### src/rtl/fg_stim_gen.sv
// Tachometer (FG) stimulus generator: CH phase-staggered square waves with a
// programmable half-period, linear ramping toward a target and counted bursts.
module fg_stim_gen #(
  parameter int CH = 3,
  parameter int PW = 24,
  parameter int BW = 16
) (
  input  logic          CLK1,
  input  logic          RESET_N,
  input  logic          START,
  input  logic          ABORT,
  input  logic          LOAD,
  input  logic [1:0]    MODE_IN,
  input  logic [PW-1:0] HALF_IN,
  input  logic [PW-1:0] TARGET_IN,
  input  logic [PW-1:0] STEP_IN,
  input  logic [PW-1:0] PHASE_IN,
  input  logic [BW-1:0] BURST_IN,
  output logic [CH-1:0] FG,
  output logic          BUSY,
  output logic          DONE,
  output logic [PW-1:0] CUR_HALF
);

  localparam logic [PW-1:0] MIN_HALF = PW'(2);

  typedef enum logic [1:0] {ST_IDLE, ST_RUN, ST_DRAIN} state_t;

  state_t        state_reg;
  state_t        state_next;
  logic          done_reg;
  logic          done_next;

  logic [1:0]    mode_reg;
  logic [PW-1:0] target_reg;
  logic [PW-1:0] step_reg;
  logic [PW-1:0] phase_reg;
  logic [BW-1:0] burst_reg;
  logic [PW-1:0] cur_half_reg;
  logic [PW-1:0] ramp_next;

  logic [CH-1:0] fg_vec;
  logic [CH-1:0] stop_vec;

  logic          busy;
  logic          start_go;
  logic          abort_go;
  logic          burst_mode;
  logic          ramp_mode;
  logic          burst_empty;
  logic          all_stop;
  logic          ch0_rise;
  logic [PW-1:0] start_half;
  logic [PW-1:0] load_half;
  logic [PW-1:0] target_eff;

  assign busy        = (state_reg != ST_IDLE);
  assign start_go    = (state_reg == ST_IDLE) && START && !ABORT;
  assign abort_go    = busy && ABORT;
  assign burst_mode  = (mode_reg == 2'b10);
  assign ramp_mode   = (mode_reg == 2'b01);
  assign burst_empty = burst_mode && (burst_reg == '0);
  assign all_stop    = &stop_vec;
  // A START straight out of reset still needs a legal half-period.
  assign start_half  = (cur_half_reg < MIN_HALF) ? MIN_HALF : cur_half_reg;
  assign load_half   = (HALF_IN < MIN_HALF) ? MIN_HALF : HALF_IN;
  assign target_eff  = (target_reg < MIN_HALF) ? MIN_HALF : target_reg;
  assign ch0_rise    = busy && !abort_go && !stop_vec[0] && !fg_vec[0] &&
                       (g_ch[0].cnt_reg == '0);

  // Step toward the target, landing exactly on it instead of overshooting.
  always_comb begin
    ramp_next = cur_half_reg;
    if (step_reg != '0) begin
      if (cur_half_reg > target_eff) begin
        ramp_next = ((cur_half_reg - target_eff) > step_reg) ?
                    (cur_half_reg - step_reg) : target_eff;
      end else if (cur_half_reg < target_eff) begin
        ramp_next = ((target_eff - cur_half_reg) > step_reg) ?
                    (cur_half_reg + step_reg) : target_eff;
      end
    end
  end

  always_comb begin
    state_next = state_reg;
    done_next  = 1'b0;
    case (state_reg)
      ST_IDLE: begin
        if (start_go) begin
          if (burst_empty) begin
            done_next = 1'b1;
          end else begin
            state_next = ST_RUN;
          end
        end
      end
      ST_RUN, ST_DRAIN: begin
        if (abort_go) begin
          state_next = ST_IDLE;
        end else if (all_stop) begin
          state_next = ST_IDLE;
          done_next  = 1'b1;
        end else if (stop_vec[0]) begin
          state_next = ST_DRAIN;
        end
      end
      default: state_next = ST_IDLE;
    endcase
  end

  always_ff @(posedge CLK1 or negedge RESET_N) begin
    if (!RESET_N) begin
      state_reg <= ST_IDLE;
      done_reg  <= 1'b0;
    end else begin
      state_reg <= state_next;
      done_reg  <= done_next;
    end
  end

  always_ff @(posedge CLK1 or negedge RESET_N) begin
    if (!RESET_N) begin
      mode_reg   <= '0;
      target_reg <= '0;
      step_reg   <= '0;
      phase_reg  <= '0;
      burst_reg  <= '0;
    end else if (state_reg == ST_IDLE) begin
      if (LOAD && !start_go) begin
        mode_reg   <= MODE_IN;
        target_reg <= TARGET_IN;
        step_reg   <= STEP_IN;
        phase_reg  <= PHASE_IN;
        burst_reg  <= BURST_IN;
      end
    end else if (LOAD && !ABORT) begin
      target_reg <= TARGET_IN;
      step_reg   <= STEP_IN;
    end
  end

  always_ff @(posedge CLK1 or negedge RESET_N) begin
    if (!RESET_N) begin
      cur_half_reg <= '0;
    end else if (start_go) begin
      cur_half_reg <= start_half;
    end else if ((state_reg == ST_IDLE) && LOAD) begin
      cur_half_reg <= load_half;
    end else if (ramp_mode && ch0_rise) begin
      cur_half_reg <= ramp_next;
    end
  end

  genvar gi;
  generate
    for (gi = 0; gi < CH; gi++) begin : g_ch
      localparam logic [PW+2:0] CH_IDX = (PW+3)'(gi);

      logic [PW-1:0] cnt_reg;
      logic [BW-1:0] fall_reg;
      logic          fg_reg;
      logic          stop_reg;
      logic [PW+2:0] preload_wide;
      logic [PW-1:0] preload;

      // Wide enough for the largest stagger; clip to the counter range.
      assign preload_wide = CH_IDX * {3'b000, phase_reg} + {3'b000, start_half} - (PW+3)'(1);
      assign preload      = (preload_wide[PW+2:PW] != 3'b000) ? '1 : preload_wide[PW-1:0];

      always_ff @(posedge CLK1 or negedge RESET_N) begin
        if (!RESET_N) begin
          cnt_reg  <= '0;
          fall_reg <= '0;
          fg_reg   <= 1'b0;
          stop_reg <= 1'b0;
        end else if (abort_go) begin
          fg_reg <= 1'b0;
        end else if (start_go) begin
          cnt_reg  <= preload;
          fall_reg <= '0;
          fg_reg   <= 1'b0;
          stop_reg <= 1'b0;
        end else if (busy && !stop_reg) begin
          if (cnt_reg == '0) begin
            fg_reg  <= !fg_reg;
            cnt_reg <= cur_half_reg - PW'(1);
            if (fg_reg && burst_mode) begin
              fall_reg <= fall_reg + BW'(1);
              if ((fall_reg + BW'(1)) == burst_reg) begin
                stop_reg <= 1'b1;
              end
            end
          end else begin
            cnt_reg <= cnt_reg - PW'(1);
          end
        end
      end

      assign fg_vec[gi]   = fg_reg;
      assign stop_vec[gi] = stop_reg;
    end
  endgenerate

  assign FG       = fg_vec;
  assign BUSY     = busy;
  assign DONE     = done_reg;
  assign CUR_HALF = cur_half_reg;

endmodule

### config.mk
export PLATFORM = sky130hd
export DESIGN_NAME = fg_stim_gen
export DESIGN_NICKNAME = d
export VERILOG_FILES = /design/src/rtl/fg_stim_gen.sv
export SDC_FILE = /design/constraint.sdc
export NUM_CORES = 1
export LEC_CHECK = 0
export ABC_AREA = 1
export CAP_MARGIN = 20
export CORE_ASPECT_RATIO = 0.9
export CORE_MARGIN = 2
export CORE_UTILIZATION = 36
export DETAILED_ROUTE_END_ITERATION = 10
export SLEW_MARGIN = 15
export SYNTH_ARGS = -nofsm -noshare
export SYNTH_HDL_FRONTEND = slang
export SYNTH_SLANG_ARGS = --single-unit
### constraint.sdc
create_clock -name CLK1 -period 6 [get_ports CLK1]
set_clock_uncertainty 0.1 [all_clocks]
set_input_delay 1.2 -clock CLK1 [delete_from_list [all_inputs] [get_ports CLK1]]
set_output_delay 1.2 -clock CLK1 [all_outputs]
set_load 0.01 [all_outputs]
==> impl_metrics.json <==
{
  "run_status": "completed",
  "setup_viol": 0,
  "whs_ns": 0.3936,
  "synth_area_leaders": "dfrtp_1 23%, nand2_1 14%, ha_1 12%",
  "wl_per_cell_um": 21.48,
  "cts_buffer_depth": 3,
  "finalHoldViolCount": 0,
  "drt_first_pass_iters": 6,
  "dpl.hpwl_um": 92360,
  "ant_nets": 0,
  "fp.dieW_um": 291.8,
  "syn-cell-area_mm2": 0.02683,
  "yosysTopAreaCellShare": 0.2267,
  "worstMarginPinSlew_ns": 1.198,
  "cts_setup_buffers": 0,
  "gr-usage-all-layers": 0.2888,
  "die-area_mm2": 0.07673,
  "cts_htree_levels": 1,
  "fin_nets": 4692,
  "final_common_cell": "nand2_1",
  "grt_pass1_vias": 26840,
  "cts_tree": "done",
  "drv_slew": 0,
  "cp_slowest_cell": "fa_1",
  "clkSlewWorstSetupHoldPaths_ns": 0.07,
  "cap_violations": 0,
  "max_stage_delay_ns": 0.46,
  "netlist_instances": 4243,
  "gp_congestion": 1.033,
  "rsz0062_at_grt": "false",
  "n_fill_cell": 8031,
  "arrival_ns": 6.01,
  "ys_warn_count": 0,
  "core_area_mm2": 0.07339,
  "placed_area_mm2": 0.02916,
  "first_iter_violations": 2909,
  "drive_gt1_frac": 0.04401,
  "vias": 28840,
  "yosysTopAreaCell": "dfrtp_1",
  "largest_reg_flops": 72,
  "regArea_mm2": 0.006081,
  "cts_made_buffers": 31,
  "grt_remaining_overflow": 0,
  "dpl.cell_count": 5245,
  "crit_required_ns": 6.47,
  "finalWirelength_um": 113900,
  "cp_max_fo": 17,
  "crit_type": "flop to flop",
  "vias_per_cell": 5.439,
  "syn_to_final_growth_pct": 12.34,
  "synth.net_count": 4617,
  "grt_pass1_wl_um": 169900,
  "synth.distinct_cells": 61,
  "fin_tns_setup_ns": 0,
  "ys_ff_latch": 243,
  "final_cells": 5303,
  "rows": 94,
  "io_buffers": 147,
  "endpoint_kind": "flop",
  "initial_utilization": 0.3656,
  "crit_family": "simple AND/OR/NAND/NOR gates",
  "antenna_found_initial": 3,
  "insertion_delay_ns": 0.63,
  "worst_setup_path_start_kind": "flop",
  "crit_top_cell": "nand2_1",
  "final_cell_area_mm2": 0.03014,
  "maxSlewHeadroom": 0.1930,
  "die_h_um": 263.0,
  "yosysSeqAreaShare": 0.2267,
  "num_io_pins": 148,
  "final.period_utilization": 0.9222,
  "grt_max_degree": 121,
  "cp.buffers_inverters": 4,
  "fmax_mhz": 180.7,
  "hold_class": "flop to flop",
  "remaining_drc_errors": 0,
  "period_needed_ns": 5.533,
  "cts_sinks": 243,
  "syn_area_per_cell_um2": 6.323,
  "final_cell_mix": "1,027 x nand2_1, 620 x inv_1, 500 x nor2_1",
  "cts-root-buf": "clkbuf_16",
  "multiInputGateArea_mm2": 0.01764
}
==> cells in the mapped netlist, drive strengths merged <==
cell       n
nand2   1043
inv      641
nor2     519
a21oi    334
nand3    283
ha       249
dfrtp    243
o21ai    222
xor2     131
buf       88
o22ai     79
nand4     74
clkbuf    60
nor3      57
xnor2     52
nor4      32
o21bai    19
a31oi     16
o211ai    15
a21o      14
nand3b    13
a21boi     9
fa         6
mux2       5
and2       4
clkinv     4
o21a       4
o31ai      4
a211oi     3
a32oi      3
o221a      3
o221ai     3
a22oi      2
o311ai     2
or2        2
a22o       1
a31o       1
a32o       1
and3       1
xnor3      1
==> layout make-up <==
| cell class | count | area share |
|---|---|---|
| Antenna cell | 3 | 0.0002491 |
| Clock buffer | 44 | 0.02869 |
| Clock inverter | 11 | 0.003363 |
| Inverter | 645 | 0.08058 |
| Multi-Input combinational cell | 3207 | 0.5854 |
| Sequential cell | 243 | 0.2018 |
| Tap cell | 960 | 0.03985 |
| Timing Repair Buffer | 190 | 0.06011 |
==> tightest hold or removal path, delay by kind of cell (launching register included) <==
kind	cells	cell delay [ns]
flip-flops	1	0.35
AND/OR/NAND/NOR	2	0.11
==> final timing paths <==
| path | from | to | slack [ns] | cells after the start |
|---|---|---|---|---|
| max | target_reg[17] | CUR_HALF[23] | 0.47 | 28 |
| min | g_ch[2].cnt_reg[20] | g_ch[2].cnt_reg[20] | 0.39 | 2 |
| max reg2reg | target_reg[17] | CUR_HALF[23] | 0.47 | 28 |
| min reg2reg | g_ch[2].cnt_reg[20] | g_ch[2].cnt_reg[20] | 0.39 | 2 |
| max in group asynchronous | RESET_N | step_reg[18] | 4.06 | 2 |
| min in group asynchronous | RESET_N | g_ch[1].fall_reg[11] | 0.46 | 1 |
==> layer usage <==
layer / up-vias / GRT usage / part of all wire
met5: - / 0 / 0.00047
met4: 6 / 0.08791 / 0.034
met3: 181 / 0.08561 / 0.11
met2: 1310 / 0.3946 / 0.38
met1: 13470 / 0.4287 / 0.47
li1: 13880 / - / -
==> through the flow <==
step	util	setup WS [ns]
2_1_floorplan	-	1.822
3_3_place_gp	0.3973	0.6187
3_5_place_dp	0.3973	0.4893
4_1_cts	0.4105	0.4860
5_1_grt	0.4106	0.01863
6_report	0.4107	0.4667
==> cell families (layout without fill, tap and decap cells) <==
logic type	after synthesis	count (layout)	synth area share
adders and majority gates	255	255	0.1206
xor gates and xnor gates	184	184	0.06058
DFF	243	243	0.2267
other	0	3	0
buffers and inverters	793	890	0.1168
muxes	5	5	0.002099
AOI/OAI and AO/OA	735	735	0.1531
and+or+nand+nor	2028	2028	0.3202
==> repair_timing <==
item / in CTS / in global routing
resized for setup: 0 / 4
endpoints found under the setup margin: 0 / 10
hold buffers: 0 / 0
Power is not shown: default switching activity piles up to over one toggle a cycle in this logic, so the estimate is an artifact.
